--- src/rtl/dct_mem_ctrl_pkg.sv ---
// Shared definitions for the DCT sample-memory load sequencer: default sample
// format, frame size and controller state encoding.
package dct_mem_ctrl_pkg;

  localparam int unsigned DctN = 23;               // mantissa width
  localparam int unsigned DctM = 8;                // exponent width
  localparam int unsigned DctL = DctN + DctM + 1;  // sign + exponent + mantissa
  localparam int unsigned DctK = 16;               // samples per frame

  typedef enum logic [2:0] {
    StClear,
    StLoad,
    StLast,
    StGo,
    StWait
  } state_e;

endpackage

--- src/rtl/dct_mem_ctrl.sv ---
// Load sequencer: writes exactly K contiguous samples into the DCT input memory,
// pulses the engine start, then holds off the next frame until the engine is done.
module dct_mem_ctrl
  import dct_mem_ctrl_pkg::*;
#(
  parameter int unsigned N = DctN,
  parameter int unsigned M = DctM,
  parameter int unsigned L = N + M + 1,
  parameter int unsigned K = DctK
) (
  input  logic         clk,
  input  logic         reset_n,
  input  logic         in_valid,
  input  logic [L-1:0] in_data,
  output logic         in_ready,
  output logic         mem_reset,
  output logic         mem_start,
  output logic [L-1:0] mem_inp,
  output logic         dct_start,
  input  logic         dct_done,
  output logic         busy,
  output logic         err_gap,
  output logic [15:0]  frame_cnt
);

  localparam int unsigned IdxW = $clog2(K);
  localparam logic [IdxW-1:0] IdxLast = IdxW'(K - 1);

  state_e          state_q, state_d;
  logic [IdxW-1:0] idx_q, idx_d;
  logic            mem_start_q, mem_start_d;
  logic [L-1:0]    mem_inp_q, mem_inp_d;
  logic            err_gap_q, err_gap_d;
  logic [15:0]     frame_cnt_q, frame_cnt_d;
  logic            in_ready_q, in_ready_d;
  logic            dct_start_q, dct_start_d;
  logic            busy_q, busy_d;
  logic            xfer;

  assign xfer = in_valid && in_ready_q;

  always_comb begin
    state_d     = state_q;
    idx_d       = idx_q;
    mem_start_d = mem_start_q;
    mem_inp_d   = mem_inp_q;
    err_gap_d   = err_gap_q;
    frame_cnt_d = frame_cnt_q;

    unique case (state_q)
      StClear: begin
        state_d     = StLoad;
        idx_d       = '0;
        mem_start_d = 1'b0;
      end
      StLoad: begin
        if (xfer) begin
          mem_start_d = 1'b1;
          mem_inp_d   = in_data;
          idx_d       = idx_q + IdxW'(1);
          if (idx_q == IdxLast) begin
            state_d = StLast;
          end
        end else begin
          mem_start_d = 1'b0;
          // A gap mid-frame would desynchronise the memory's write counter.
          if (idx_q != '0) begin
            err_gap_d = 1'b1;
            idx_d     = '0;
            state_d   = StClear;
          end
        end
      end
      StLast: begin
        mem_start_d = 1'b0;
        state_d     = StGo;
      end
      StGo: begin
        state_d = StWait;
      end
      StWait: begin
        if (dct_done) begin
          frame_cnt_d = frame_cnt_q + 16'd1;
          state_d     = StClear;
        end
      end
      default: begin
        state_d = StClear;
        idx_d   = '0;
      end
    endcase

    // Handshake/status flags are registered alongside the state they decode.
    in_ready_d  = (state_d == StLoad);
    dct_start_d = (state_d == StGo);
    busy_d      = (state_d == StLast) || (state_d == StGo) || (state_d == StWait) ||
                  ((state_d == StLoad) && (idx_d != '0));
  end

  always_ff @(posedge clk or negedge reset_n) begin
    if (!reset_n) begin
      state_q     <= StClear;
      idx_q       <= '0;
      mem_start_q <= 1'b0;
      mem_inp_q   <= '0;
      err_gap_q   <= 1'b0;
      frame_cnt_q <= '0;
      in_ready_q  <= 1'b0;
      dct_start_q <= 1'b0;
      busy_q      <= 1'b0;
    end else begin
      state_q     <= state_d;
      idx_q       <= idx_d;
      mem_start_q <= mem_start_d;
      mem_inp_q   <= mem_inp_d;
      err_gap_q   <= err_gap_d;
      frame_cnt_q <= frame_cnt_d;
      in_ready_q  <= in_ready_d;
      dct_start_q <= dct_start_d;
      busy_q      <= busy_d;
    end
  end

  assign mem_reset = !reset_n || (state_q == StClear);
  assign in_ready  = in_ready_q;
  assign mem_start = mem_start_q;
  assign mem_inp   = mem_inp_q;
  assign dct_start = dct_start_q;
  assign busy      = busy_q;
  assign err_gap   = err_gap_q;
  assign frame_cnt = frame_cnt_q;

endmodule

--- config.mk ---
export PLATFORM = sky130hd
export DESIGN_NAME = dct_mem_ctrl
export DESIGN_NICKNAME = d
export VERILOG_FILES = /design/src/rtl/dct_mem_ctrl_pkg.sv /design/src/rtl/dct_mem_ctrl.sv
export SDC_FILE = /design/constraint.sdc
export NUM_CORES = 1
export LEC_CHECK = 0
export BUFFER_PORTS_ARGS = -buffer_cell sky130_fd_sc_hd__buf_4
export CORE_MARGIN = 2
export CORE_UTILIZATION = 40
export CTS_CLUSTER_SIZE = 24
export DETAILED_ROUTE_END_ITERATION = 16
export PLACE_DENSITY = 0.66
export SLEW_MARGIN = 20
export SYNTH_ARGS = -nofsm -noshare
export SYNTH_HDL_FRONTEND = slang
export SYNTH_SLANG_ARGS = --single-unit
--- constraint.sdc ---
create_clock -name clk -period 3.75 [get_ports clk]
set_input_delay 0 -clock clk [delete_from_list [all_inputs] [get_ports clk]]
set_output_delay 0 -clock clk [all_outputs]
set_load 0.01 [all_outputs]
* After elaboration in Yosys (flattened, before gate mapping)
Cells that the tools add are included. Widths: inputs -> output; s select.
Operators by class: add/subtract/negate cells 2, reductions and logical operators 16, shift-type cells 0, equality and inequality tests 9, muxes and demuxes 10, bitwise gates (word level) 1, order comparisons 0, div/mod/pow operators 0, multipliers 0
Operator list (count):
- $add 16x1->16 const B | 1
- $pmux 3 s5 | 1
- $eq 3x2->1 const B | 4
- $mux 3 | 4
- $mux 4 | 2
- $pmux 4 s2 | 1
- $reduce_bool 4->1 | 2
- $eq 3x1->1 const B | 2
- $eq 3x3->1 const B | 2
- $add 4x1->4 const B | 1
- $eq 4x4->1 const B | 1
- $logic_or 1x1->1 | 4
- $reduce_and 2->1 | 2
- $logic_not 3->1 | 1
- $reduce_and 3->1 | 1
- $reduce_or 3->1 | 1
- $logic_and 1x1->1 | 2
- $pmux 1 s2 | 1
- $reduce_bool 2->1 | 1
- $reduce_or 2->1 | 1
- $logic_not 1->1 | 1
- $mux 1 | 1
- $not 1->1 | 1
Word-level totals: bits of input ports 36, latch bits 0, bits in read-only memories 0, output and inout port bits 54, RAM bits 0, logic and storage cells 47, memories kept 0, bits in registers 60

* Depth between registers and ports, before layout
Gate-level depths: netlist of the first run.
word-level depth 8, depth in mapped cells 8, gate-level depth less buffers 7

* Worst setup path before layout of the first run
OpenSTA, ideal clock, no wires.
path type reg2reg, from register idx_q[0], to register busy_q (netlist: busy), path slack 1.993 ns, setup time 0.121 ns, stages on the path, launching flop included 8, arrival time 1.636 ns, required time 3.629 ns, cell sequence dfrtp_1 > inv_1 > ha_1 > nor3b_1 > a21oi_1 > o32ai_1 > or4_1 > a22o_1
Between the ends: elaborated cells on any way between the ends 19
RTL lines:
- from (decl) | line dct_mem_ctrl.sv:30 | logic [IdxW-1:0] idx_q, idx_d;
- from (signal assigned) | line dct_mem_ctrl.sv:113 | idx_q <= idx_d;
- parallel branches: the longest is 3 deep, another holds $add 4x1->4
- $pmux 4 s2 * | line dct_mem_ctrl.sv:50 | unique case (state_q)
- net idx_d[0] | line dct_mem_ctrl.sv:30
- $reduce_bool 4->1 * | line dct_mem_ctrl.sv:97 | ((state_d == StLoad) && (idx_d != '0));
- $logic_and 1x1->1 * | line dct_mem_ctrl.sv:97
- $logic_or 1x1->1 * | line dct_mem_ctrl.sv:96 | busy_d = (state_d == StLast) || (state_d == StGo) || (state_d == StWait) ||
- net busy_d | line dct_mem_ctrl.sv:37 | logic busy_q, busy_d;
- to (signal assigned) | line dct_mem_ctrl.sv:120 | busy_q <= busy_d;
- to (decl) | line dct_mem_ctrl.sv:37
Mark *: on every way through the listed nets, which the timed path passes. A chain may end at the register's enable or synchronous reset.

* Worst setup path in the final report of the first run
from register state_q[2], to register mem_inp_q[18] (netlist: mem_inp[18])
Between the ends: word-level cells in the longest chain between the ends 2
Ends and longest elaborated chain:
- from (decl) | line dct_mem_ctrl.sv:29 | state_e state_q, state_d;
- from (signal assigned) | line dct_mem_ctrl.sv:102 | state_q <= StClear;
- from (signal assigned) | line dct_mem_ctrl.sv:112 | state_q <= state_d;
- $eq 3x1->1 | line dct_mem_ctrl.sv:50
- $reduce_and 2->1 (no source line)
- to (signal assigned) | line dct_mem_ctrl.sv:115 | mem_inp_q <= mem_inp_d;
- to (decl) | line dct_mem_ctrl.sv:32 | logic [L-1:0] mem_inp_q, mem_inp_d;
Every way passes these cells.

==> results.txt, run 1 <==
first-pass iteration count of the detailed router -> 4
post-CTS resize count -> 0
Die H -> 84.3 um
status -> completed
final net count -> 359
largest net degree at the start of global routing -> 62
commonest non-fill, non-tap cell in the layout -> buf_4
most frequent cells in the layout -> 90 x buf_4, 60 x dfrtp_1, 34 x dlygate4sd3_1, 33 x mux2_2, 13 x xnor2_1
CTS tree -> built
post-CTS setup buffer count -> 0
dpl hpwl -> 3670 um
largest cells by area after synthesis -> dfrtp_1 58%, mux2_2 14%, xnor2_1 4.4%
Reg-to-Reg End -> mem_inp[18]
Slew Viols, Final -> 0
unrepaired setup endpoints after global routing -> no
worst-path maximum fanout -> 18
final setup fails -> 0
Max clock buf depth -> 2
flop2flop setup slack -> 1400 ps
area post-placement -> 0.00328 sq mm
GP Congestion -> 0.839
Initial Util -> 41.1%
Post-Syn Nets -> 233
number of max-cap violations -> 0
Die ar. -> 0.00711 sq mm
minimum clock period -> 2350 ps
Seq/Total Area, Yosys -> 58.2%
# rows -> 29
launching point of the worst reg2reg path -> state_q[2]
DRC Markers -> 0
clk slew on worst S/H paths -> 70 ps
ANT nets after route -> 0
fillcell total -> 517
ant diodes -> 0
Synth area leader -> dfrtp_1
mapped cell area -> 0.00258 sq mm
clk sink count -> 60
path depth of the worst reg2reg path -> 4
worst endpoint data arrival time -> 2570 ps
post-synth top area share -> 58.2%
die width -> 84.3 um
final WL -> 5780 um
gr usage total -> 16.9%
total power -> 2.36 mW
Fmax achieved -> 426 MHz
DRT iter0 DRCs -> 56
Layout area overhead -> 46.9%
layout cell share with drive strength beyond 1 -> 43.5%
port bufs -> 89
Final TNS setup -> 0 ps
cells after synthesis -> 194
global-route wire length before repair -> 9370 um
post-synth cell types -> 37
Routed WL per cell -> 14.4 um
# hold bufs at CTS -> 34
Final Instance Area -> 0.00379 sq mm
initial antenna violation count -> 0
H-tree Lvls -> 3
#FFs+latches synth -> 60
CTS buffer count -> 9
Worst Hold Path EP -> mem_start
Clock Skew -> 7.58 ps
kind of critical path -> flop to flop
pwr/cell area -> 622 mW/mm^2
vias in the first global route -> 1938
Skew-Pair Late Insertion Delay -> 330 ps
worst hold stages -> 3
crit path launch type -> flop
Core Region -> 0.00628 sq mm
VDD IR max -> 0.481 mV
CP endpoint kind -> flop
HP Class -> input port to flop
CP required -> 3970 ps
final period utilization -> 62.6%
YS warnings -> 0
Worst-Margin Slew -> 768 ps
Mapped Avg Cell Area -> 13.3 sq um
DR vias/cell -> 4.95
Leakage -> 1.80 nW
Ports -> 90
DR vias -> 1984
global route total overflow -> 0
final-report hold violation count -> 0
Worst Hold Launch -> in_valid
Clk Tree Root Cell -> clkbuf_8
max_slew headroom -> 48.8%
-- per-layer routing --
metal | global-route usage (%) | vias to the layer above | share of wire, %
met1 | 21.4 | 948 | 42
met3 | 4.42 | 10 | 6.4
met2 | 27.3 | 82 | 49
met5 | 0 | - | 0
li1 | - | 944 | -
met4 | 7.48 | 0 | 1.9
-- flip-flops by register name, indices dropped and copies added (netlist names) --
register   count
busy           1
err_gap        1
idx_q          4
dct_start      1
state_q        3
mem_start      1
frame_cnt     16
in_ready       1
mem_inp       32
-- worst max-delay path by stage --
| stage | from | endpoint | slack, ps |
|---|---|---|---|
| 6_report | state_q[2] | mem_inp[18] | 1400 |
| 5_1_grt | state_q[2] | mem_inp[18] | 1240 |
| 4_1_cts | state_q[2] | mem_inp[14] | 1390 |
| 3_5_place_dp | state_q[2] | mem_inp[27] | 1420 |
| 3_3_place_gp | state_q[2] | mem_inp[13] | 1460 |
| 2_1_floorplan | idx_q[0] | busy | 1990 |
-- power breakdown --
group,switching (mW),internal [mW]
Sequential,0.130,0.851
Combinational,0.361,0.508
Clock,0.238,0.270
Total,0.729,1.63
-- worst max-delay path, stage by stage, from the launching register on --
cell and delay (ps):
dfrtp_1 660, nor2_1 230, nand2_1 610, buf_4 360
mux2_2 370
-- logic make-up after synthesis --
group                      synth area share (%)
AOI/OAI and AO/OA                          6.69
muxes                                      14.8
buffers and inverters                      3.78
xor gates and xnor gates                   5.09
DFF                                        58.2
adders and majority gates                  1.46
and+or+nand+nor                            9.99
-- Yosys cell counts --
master and instances:
dfrtp_1 60, a22o_2 1, or2_2 1, and2b_2 1, inv_1 7, nand3_1 7, a32o_1 1, nand4_1 6
buf_4 2, o32ai_1 3, and3_1 3, clkbuf_8 1, and4_1 2, mux2i_1 1, buf_2 4, xor2_1 2
xnor2_1 13, nand3b_1 3, o41a_1 2, o31ai_1 2, a22o_1 2, and2_1 2, mux2_2 33, o21bai_1 1
or4_1 1, o31a_1 1, a21boi_0 2, ha_1 3, o21ai_0 2, nor3b_1 2, and3_4 1, nor2_1 1
a21oi_1 6, buf_6 2, and4_4 1, nor2b_1 2, nand2_1 10
-- layout make-up --
cell class / count / area (sq um) / area share (%)
inverters: 7 / 26.3 / 0.693
clock inverters: 2 / 10.0 / 0.264
flip-flops and latches: 60 / 1500 / 39.6
clock buffers: 13 / 159 / 4.19
well taps: 77 / 96.3 / 2.54
repair buffers: 124 / 1020 / 26.8
multi-input cells: 118 / 981 / 25.9
-- stage by stage --
stage                     instances  hold WS (ps)  worst slack (ps)  util, %
after detailed placement        352           132              1420     52.3
after floorplan                 194          -296              1990        -
after global placement          352           127              1460     52.3
after CTS                       401          89.5              1390     60.4
final                           401          98.5              1400     60.4
after global routing            401          93.5              1240     60.4
(Power assumes the default switching activity.)
==> inputs of run 2 (changes only) <==
ABC_AREA = 1   (was unset)
clock period = 2.35 ns   (was 3.75 ns; I/O delays follow)
==> run 2 against run 1 <==
Compared with the run above:
- register-to-register slack got worse by 770 ps
- die area increased by 2.2%
- clock skew decreased by 1.9 ps
- sequential share of layout area decreased by 1.2 points
- critical path depth increased by 2
- setup slack got worse by 770 ps
- sequential power increased by 59%
- clock power increased by 73%
- via count increased by 22%
- non-clock buffer count increased by 1
- worst hold slack got worse by 5.2 ps
- critical path type unchanged
- critical endpoint is now mem_inp[19]
==> results.txt, run 2 <==
final hold slack -> 93.3 ps
Final Instance Area -> 0.00391 sq mm
kind of critical path -> flop to flop
ant diodes -> 0
CTS buffer count -> 9
max FFs per register -> 32
DR vias/cell -> 4.69
Die H -> 85.2 um
commonest non-fill, non-tap cell in the layout -> nand2_1
final net count -> 471
# rows -> 29
post-synth cell types -> 25
YS warnings -> 0
final WL -> 6490 um
CP required -> 2570 ps
minimum clock period -> 1720 ps
Post-synth top cells -> 150 x nand2_1, 60 x dfrtp_1, 17 x inv_1, 13 x nand3_1, 11 x nor2_1
Layout area overhead -> 48.2%
VDD IR max -> 0.550 mV
path depth of the worst reg2reg path -> 6
worst hold stages -> 5
worst endpoint data arrival time -> 1940 ps
pwr/cell area -> 970 mW/mm^2
Core Region -> 0.00635 sq mm
first-pass iteration count of the detailed router -> 4
global route total overflow -> 0
DRC Markers -> 0
cell with the most instances after synthesis -> nand2_1
CP Launch Point -> state_q[1]
CP endpoint kind -> flop
number of max-cap violations -> 0
Slew Viols, Final -> 0
launching point of the worst reg2reg path -> state_q[1]
ys flop type -> dfrtp_1
Async S/R FF share, synth -> 100%
CP max stage cell -> dfrtp_1
largest net degree at the start of global routing -> 36
most frequent cells in the layout -> 150 x nand2_1, 91 x buf_4, 60 x dfrtp_1, 34 x dlygate4sd3_1, 17 x inv_1
final period utilization -> 73.3%
dpl hpwl -> 4380 um
global-route wire length before repair -> 11100 um
clk sink count -> 60
final setup margin -> 628 ps
Synth area leader -> dfrtp_1
Psw -> 1.33 mW
#FFs+latches synth -> 60
final-report hold violation count -> 0
Clock Skew -> 5.73 ps
vias in the first global route -> 2486
worst-path maximum fanout -> 33
crit path launch type -> flop
unrepaired setup endpoints after global routing -> no
final setup fails -> 0
Final TNS setup -> 0 ps
status -> completed
max_slew headroom -> 62.9%
initial antenna violation count -> 0
GP Congestion -> 0.758
Clk network pwr share -> 23.2%
post-CTS resize count -> 0
Die ar. -> 0.00726 sq mm
Leakage -> 2.15 nW
H-tree Lvls -> 3
cells after synthesis -> 302
Post-Syn Nets -> 341
crit-path most repeated cell -> nand2_1
Mapped Avg Cell Area -> 8.74 sq um
# hold bufs at CTS -> 34
Worst-Margin Slew -> 556 ps
Reg power frac -> 41.1%
area post-placement -> 0.00339 sq mm
Worst Hold Launch -> in_valid
ANT nets after route -> 0
Initial Util -> 41.6%
Clk Tree Root Cell -> clkbuf_8
port bufs -> 89
Max clock buf depth -> 2
fillcell total -> 552
CP peak stage delay -> 420 ps
layout cell share with drive strength beyond 1 -> 27.5%
DR vias -> 2413
Fmax achieved -> 581 MHz
gr usage total -> 19.2%
post-synth top area share -> 56.9%
Comb pwr share -> 35.7%
internal cell power -> 2.46 mW
DRT iter0 DRCs -> 120
Skew-Pair Late Insertion Delay -> 330 ps
mapped cell area -> 0.00264 sq mm
largest cells by area after synthesis -> dfrtp_1 57%, nand2_1 21%, nand3_1 2.5%
crit path cell chain -> inv_1 > nand3_2 > nor2_4 > inv_2 > nand2_1 > nand2_1
Seq/Total Area, Yosys -> 56.9%
pre-CTS setup slack -> 633 ps
sw frac -> 35.2%
post-CTS setup buffer count -> 0
Routed WL per cell -> 12.6 um
clk slew on worst S/H paths -> 70 ps
number of enable flip-flop cells after synthesis -> 0
HP Class -> input port to flop
CTS tree -> built
Ports -> 90
die width -> 85.2 um
## run 2: cell types whose count changed after synthesis, moves of 3 or more
cell / before / now
and3_1: 3 / 0
nand3_1: 7 / 13
a21oi_1: 6 / 1
o32ai_1: 3 / 0
nand2_1: 10 / 150
xnor2_1: 13 / 7
xor2_1: 2 / 7
mux2_2: 33 / 0
inv_1: 7 / 17
nor2_1: 1 / 11
## run 2: through the flow
| step | instances | util (%) | total power, mW |
|---|---|---|---|
| 6_report | 514 | 61.6 | 3.79 |
| 5_1_grt | 514 | 61.6 | 4.06 |
| 2_1_floorplan | 302 | - | 2.22 |
| 3_5_place_dp | 464 | 53.4 | 2.89 |
| 3_3_place_gp | 464 | 53.4 | 2.87 |
| 4_1_cts | 514 | 61.6 | 3.82 |
## run 2: cells by family after synthesis
family	Yosys count	synth area share, %
flip-flops	60	56.9
buffers and inverters	26	4.03
AO/OA/AOI/OAI	8	1.85
AND/OR/NAND/NOR	191	31.2
adder cells (fa/ha/maj)	3	1.42
XOR/XNOR	14	4.65
## run 2: power by group through the flow
stage / clock network, mW / registers [mW] / logic (mW)
final: 0.879 / 1.56 / 1.36
after floorplan: 0 / 1.68 / 0.543
after global placement: 0 / 1.58 / 1.29
after detailed placement: 0 / 1.57 / 1.32
after global routing: 0.944 / 1.60 / 1.52
after CTS: 0.898 / 1.56 / 1.36
## run 2: path summary, 6_finish.rpt
| path | slack [ps] | endpoint |
|---|---|---|
| setup / recovery | 630 | mem_inp[19] |
| hold / removal | 90 | idx_q[1] |
| setup reg to reg | 630 | mem_inp[19] |
| hold reg to reg | 470 | mem_inp[12] |
| max in group asynchronous | 1470 | frame_cnt[1] |
| min in group asynchronous | 120 | mem_inp[3] |
## run 2: layout make-up
cell class	count	area, sq um	area share (%)
timing repair buffer	125	1020	26.2
sequential	60	1500	38.4
tap	77	96.3	2.46
clock inverter	6	55.1	1.41
multi-input combinational	216	1030	26.4
inverter	20	76.3	1.95
clock buffer	10	128	3.26
## run 2: worst max-delay path, delay by kind of cell (launching register included)
family,cells,cell delay (ps)
flops,1,420
simple gates,4,710
buf+inv,2,490
## run 2: routing by layer
metal,global-route usage [%],up-vias,part of all wire [%]
li1,-,1197,-
met5,0,-,0
met3,3.70,17,4.9
met1,24.2,1122,43
met4,10.2,0,2.8
met2,31.2,77,49
